<file path="config.mk">
export PLATFORM = sky130hd
export DESIGN_NAME = psum_tx
export DESIGN_NICKNAME = d
export VERILOG_FILES = /design/src/rtl/psum_tx.sv
export SDC_FILE = /design/constraint.sdc
export NUM_CORES = 1
export LEC_CHECK = 0
export ABC_AREA = 1
export CORE_UTILIZATION = 43
export CTS_CLUSTER_SIZE = 12
export DETAILED_ROUTE_END_ITERATION = 8
export PLACE_DENSITY = 0.84
export RECOVER_POWER = 50
export SLEW_MARGIN = 20
export SYNTH_ARGS = -nofsm -noshare
export SYNTH_HDL_FRONTEND = slang
export SYNTH_SLANG_ARGS = --single-unit
</file>
<file path="constraint.sdc">
create_clock -name clk -period 1.54 [get_ports clk]
set_clock_uncertainty 0.2 [all_clocks]
set_input_delay 0.231 -clock clk [delete_from_list [all_inputs] [get_ports clk]]
set_output_delay 0.231 -clock clk [all_outputs]
set_load 0.03 [all_outputs]
</file>
<file path="src/rtl/psum_tx.sv">
// Partial-sum transmitter: streams acc_len signed words into an external
// accumulator, then captures its sum (optionally ReLU'd) as a held result.
module psum_tx #(
    parameter int psum_bw = 16,
    parameter int len_bw  = 8
) (
    input  logic               clk,
    input  logic               rst,
    input  logic               start,
    input  logic [len_bw-1:0]  acc_len,
    input  logic               relu_en,
    output logic               busy,
    input  logic               src_valid,
    input  logic [psum_bw-1:0] src_data,
    output logic               src_ready,
    output logic               acc_valid,
    output logic [psum_bw-1:0] acc_data,
    output logic               acc_clr,
    input  logic [psum_bw-1:0] acc_sum,
    output logic               res_valid,
    output logic [psum_bw-1:0] res_data,
    input  logic               res_ready
);

    typedef enum logic [2:0] {
        IDLE,
        CLR,
        SEND,
        DRAIN,
        CAPT,
        HOLD
    } state_t;

    state_t               state_q, state_d;
    logic [len_bw-1:0]    cnt_q, cnt_d;
    logic                 relu_q, relu_d;
    logic                 busy_q, busy_d;
    logic                 src_ready_q, src_ready_d;
    logic                 acc_valid_q, acc_valid_d;
    logic [psum_bw-1:0]   acc_data_q, acc_data_d;
    logic                 acc_clr_q, acc_clr_d;
    logic                 res_valid_q, res_valid_d;
    logic [psum_bw-1:0]   res_data_q, res_data_d;

    always_comb begin
        state_d     = state_q;
        cnt_d       = cnt_q;
        relu_d      = relu_q;
        acc_valid_d = 1'b0;
        acc_data_d  = acc_data_q;
        res_data_d  = res_data_q;
        unique case (state_q)
            IDLE: begin
                if (start && (acc_len != '0)) begin
                    state_d = CLR;
                    cnt_d   = acc_len;
                    relu_d  = relu_en;
                end
            end
            CLR: state_d = SEND;
            SEND: begin
                if (src_valid && src_ready_q) begin
                    acc_valid_d = 1'b1;
                    acc_data_d  = src_data;
                    cnt_d       = cnt_q - 1'b1;
                    if (cnt_q == len_bw'(1)) begin
                        state_d = DRAIN;
                    end
                end
            end
            DRAIN: state_d = CAPT;
            CAPT: begin
                res_data_d = (relu_q && acc_sum[psum_bw-1]) ? '0 : acc_sum;
                state_d    = HOLD;
            end
            HOLD: begin
                if (res_ready) begin
                    state_d = IDLE;
                end
            end
            default: state_d = IDLE;
        endcase
        // Status outputs are registered, so derive them from the next state.
        busy_d      = (state_d != IDLE);
        src_ready_d = (state_d == SEND);
        acc_clr_d   = (state_d == CLR);
        res_valid_d = (state_d == HOLD);
    end

    always_ff @(posedge clk) begin
        if (!rst) begin
            state_q     <= IDLE;
            cnt_q       <= '0;
            relu_q      <= 1'b0;
            busy_q      <= 1'b0;
            src_ready_q <= 1'b0;
            acc_valid_q <= 1'b0;
            acc_data_q  <= '0;
            acc_clr_q   <= 1'b0;
            res_valid_q <= 1'b0;
            res_data_q  <= '0;
        end else begin
            state_q     <= state_d;
            cnt_q       <= cnt_d;
            relu_q      <= relu_d;
            busy_q      <= busy_d;
            src_ready_q <= src_ready_d;
            acc_valid_q <= acc_valid_d;
            acc_data_q  <= acc_data_d;
            acc_clr_q   <= acc_clr_d;
            res_valid_q <= res_valid_d;
            res_data_q  <= res_data_d;
        end
    end

    assign busy      = busy_q;
    assign src_ready = src_ready_q;
    assign acc_valid = acc_valid_q;
    assign acc_data  = acc_data_q;
    // The accumulator is cleared alongside this block while reset is held.
    assign acc_clr   = acc_clr_q | ~rst;
    assign res_valid = res_valid_q;
    assign res_data  = res_data_q;

endmodule

</file>
==> flow_metrics.tcl <==
set metrics [dict create \
    status "finished, final reports clean" \
    clkPwrFrac_pct 27.9 \
    critPathMaxStageDelay_ns 0.42 \
    power-per-cell-area_mw_per_mm2 840 \
    synthMostInstantiatedCell "sky130_fd_sc_hd__nor2_1" \
    synth_area_mm2 0.00210 \
    worst_hold_path_type "in -> reg" \
    ioPinCount 83 \
    core-area_mm2 0.00472 \
    postSynth.asyncResetShare_pct 0 \
    timing.critical_path.buf_inv 1 \
    ys_warn_count 0 \
    antenna_violating_nets_post_route 0 \
    place_inst 441 \
    cts-htree-levels 2 \
    crit_slowest_cell "sky130_fd_sc_hd__dlygate4sd2_1" \
    dr_vias 2161 \
    die_width_um 71.9 \
    clock.fmax_mhz 666 \
    n_fill_cell 406 \
    post_drt_wl_per_cell_um 11.4 \
    worst-setup-path-type "reg -> out" \
    hold_slack_ns 0.0964 \
    tightestPinTransition_ns 0.332 \
    postCtsHoldBufs 0 \
    count_of_unresolved_drc_violations_after_routing 0 \
    met3RoutedLength_um 333 \
    power_switching_share_pct 28.2 \
    post_layout_nonfiller_instances 450 \
    synthesis.area_per_instance_um2 7.21 \
    worst-endpoint-required_ns 1.11 \
    yosysSeqAreaShare_pct 46.7 \
    final_cell_area_mm2 0.00312 \
    synth_flop_cell "sky130_fd_sc_hd__dfxtp_1" \
    cts.sinks 49 \
    synth_edf_count 0 \
    cts_tree "built" \
    number_of_register_bits_inferred_by_synthesis 49 \
    worstSetupStartpointType "flip-flop" \
    groute.usage.overall_pct 20.3 \
    end_kind "primary output" \
    largest_net_degree_at_the_start_of_global_routing 28 \
    timing.critical_path.max_delay_family "buffers and inverters" \
    antenna_violations_before_repair 0 \
    antenna-diode-count 0 \
    tritoncts.num_buffers 5 \
    initial_core_utilization_pct 44.5 \
    numPortBuffers 82 \
    placementRows 25 \
    ratio_of_cells_with_drive_above_1_in_the_final_layout_pct 11.0 \
    route.detailed.vias_per_inst 4.80 \
    ir_drop_mv 0.552 \
    p_sw_w 0.000739 \
    power_frac_seq_pct 51.7 \
    critPathArrivalTime_ns 1.07 \
    area.growth.synth_to_final_pct 48.6 \
    synth_fp_nets 339 \
    cell_type_contributing_the_most_total_cell_area_after_synthesis "sky130_fd_sc_hd__dfxtp_1" \
    clock_tree.root_cell "sky130_fd_sc_hd__clkbuf_8" \
    path_cells "dlygate4sd2_1" \
    power_w 0.00262 \
    die_ht_um 71.9 \
    slew_viol_final 0 \
    drt-met1-wl_um 2180 \
    leakagePower_nw 1.55 \
    setup_viol 0 \
    report.final.hold_viol_count 0 \
    synth.lib_cells_used.distinct 27 \
    maxUsedRoutingLayer "met4" \
    cap_violations 0 \
    syn-instance-count 291 \
    clock_latency_at_the_later_pin_of_the_worst_skew_pair_ns 0.29 \
    worst-path-max-fanout 2 \
    comb_power_share_pct 20.4 \
    finalWeightedCongestion 0.888 \
    grt_pass1_vias 1965 \
    drt_first_iter_violations 140 \
    layout.nets 430 \
    grt_remaining_overflow 0 \
    drt_pre_antenna_iters 4 \
    area_contributors_post_synth "sky130_fd_sc_hd__dfxtp_1 (47%), sky130_fd_sc_hd__nor2_1 (12%), sky130_fd_sc_hd__nand2_1 (9.7%)" \
    slew_headroom_pct 78.0 \
    met2_wirelength_um 2500 \
    detailed_place_hpwl_um 3840 \
    worst_setup_hold_path_clk_slew_ns 0.09 \
    design.die.area_mm2 0.00517 \
    global_route_wire_length_before_repair_um 8390 \
    setup_tns_ns 0 \
    power.internal_w 0.00188 \
    min_period_ns 1.50 \
    place_area_mm2 0.00304 \
    timing.final.crit_share_pct 97.5 \
    ys_top_cells_by_count "sky130_fd_sc_hd__nor2_1 (65), sky130_fd_sc_hd__nand2_1 (54), sky130_fd_sc_hd__dfxtp_1 (49)" \
    synth_top_area_share_pct 46.7 \
    clock_tree.buffer_depth 2 \
    wl_um 5130 \
]
cell type report:
| class | instances | area (µm²) | share of cell area (%) |
|---|---|---|---|
| inverters | 22 | 92.6 | 2.97 |
| multi-input cells | 208 | 976 | 31.3 |
| clock inverters | 2 | 15.0 | 0.481 |
| well taps | 67 | 83.8 | 2.69 |
| clock buffers | 6 | 72.6 | 2.33 |
| flip-flops and latches | 49 | 986 | 31.6 |
| repair buffers | 96 | 893 | 28.6 |
worst paths after layout:
kind	start	to	slack, ns	cells past startpoint
min	acc_len[5]	cnt_q[5]$_SDFFE_PN0P_	0.1	5
max reg2reg	state_q[2]$_SDFF_PN0_	cnt_q[1]$_SDFFE_PN0P_	0.08	6
max	res_data[11]$_SDFFE_PN0N_	res_data[11]	0.04	1
min reg2reg	res_data[2]$_SDFFE_PN0N_	res_data[2]$_SDFFE_PN0N_	0.26	2
logic make-up after synthesis:
kind of cell	after synthesis	share of synthesized area (%)
adders and majority gates	2	1.19
AOI/OAI and AO/OA	50	12.8
and+or+nand+nor	156	32.3
DFF	49	46.7
buffers and inverters	34	7.03
per-layer routing:
layer  track usage, %  up-vias
met4             6.97        0
met3             5.91       10
li1                 -     1112
met5                0        -
met2             36.2       73
met1             23.3      966
flip-flops by register name, indices dropped and copies added (netlist names):
name / flops
acc_data: 16
res_data: 16
acc_clr_q: 1
busy: 1
acc_valid: 1
cnt_q: 8
res_valid: 1
relu_q: 1
state_q: 3
src_ready: 1
power groups by stage:
| stage | combinational [W] | sequential [W] | clock (W) |
|---|---|---|---|
| 3_3_place_gp | 0.000524 | 0.00138 | 0 |
| 3_5_place_dp | 0.000535 | 0.00138 | 0 |
| 4_1_cts | 0.000526 | 0.00135 | 0.000760 |
| 5_1_grt | 0.000598 | 0.00136 | 0.000810 |
| 6_report | 0.000535 | 0.00135 | 0.000732 |
| 2_1_floorplan | 0.000273 | 0.00141 | 0 |
what timing repair did:
item,4_1_cts,5_1_grt
gates resized for setup,39,26
setup endpoints to repair,37,12
pin swaps,0,9
buffers inserted,0,1
metrics by stage:
step | setup WS (ns) | util (%)
2_1_floorplan | 0.0316 | -
3_3_place_gp | -0.519 | 64.3
3_5_place_dp | -0.529 | 64.3
4_1_cts | -0.209 | 65.3
5_1_grt | -0.00717 | 66.0
6_report | 0.0391 | 66.0
worst reg2reg max path: stages (launching register included):
cell and delay (ns):
sky130_fd_sc_hd__dfxtp_2 0.35, sky130_fd_sc_hd__inv_4 0.08, sky130_fd_sc_hd__nand3_2 0.14, sky130_fd_sc_hd__buf_4 0.21, sky130_fd_sc_hd__o21ai_0 0.23, sky130_fd_sc_hd__nor2_1 0.08, sky130_fd_sc_hd__nor2_1 0.10
cell usage in the layout, fill, tap and decap left out, types with 2 or more instances in the layout:
master and instances:
sky130_fd_sc_hd__nor2_1 64, sky130_fd_sc_hd__nand2_1 53, sky130_fd_sc_hd__dfxtp_1 45, sky130_fd_sc_hd__clkdlybuf4s50_1 36
sky130_fd_sc_hd__dlygate4sd2_1 35, sky130_fd_sc_hd__nand3_1 27, sky130_fd_sc_hd__o21ai_0 26, sky130_fd_sc_hd__a21oi_1 19
sky130_fd_sc_hd__inv_1 16, sky130_fd_sc_hd__buf_4 12, sky130_fd_sc_hd__dlymetal6s2s_1 9, sky130_fd_sc_hd__clkbuf_8 5
sky130_fd_sc_hd__dfxtp_2 4, sky130_fd_sc_hd__inv_2 3, sky130_fd_sc_hd__inv_4 2, sky130_fd_sc_hd__nand2_2 2
sky130_fd_sc_hd__nor2_4 2, sky130_fd_sc_hd__nand4_1 2, sky130_fd_sc_hd__clkinvlp_4 2, sky130_fd_sc_hd__clkbuf_1 2
Note: power is estimated with default switching activity, not from simulation.
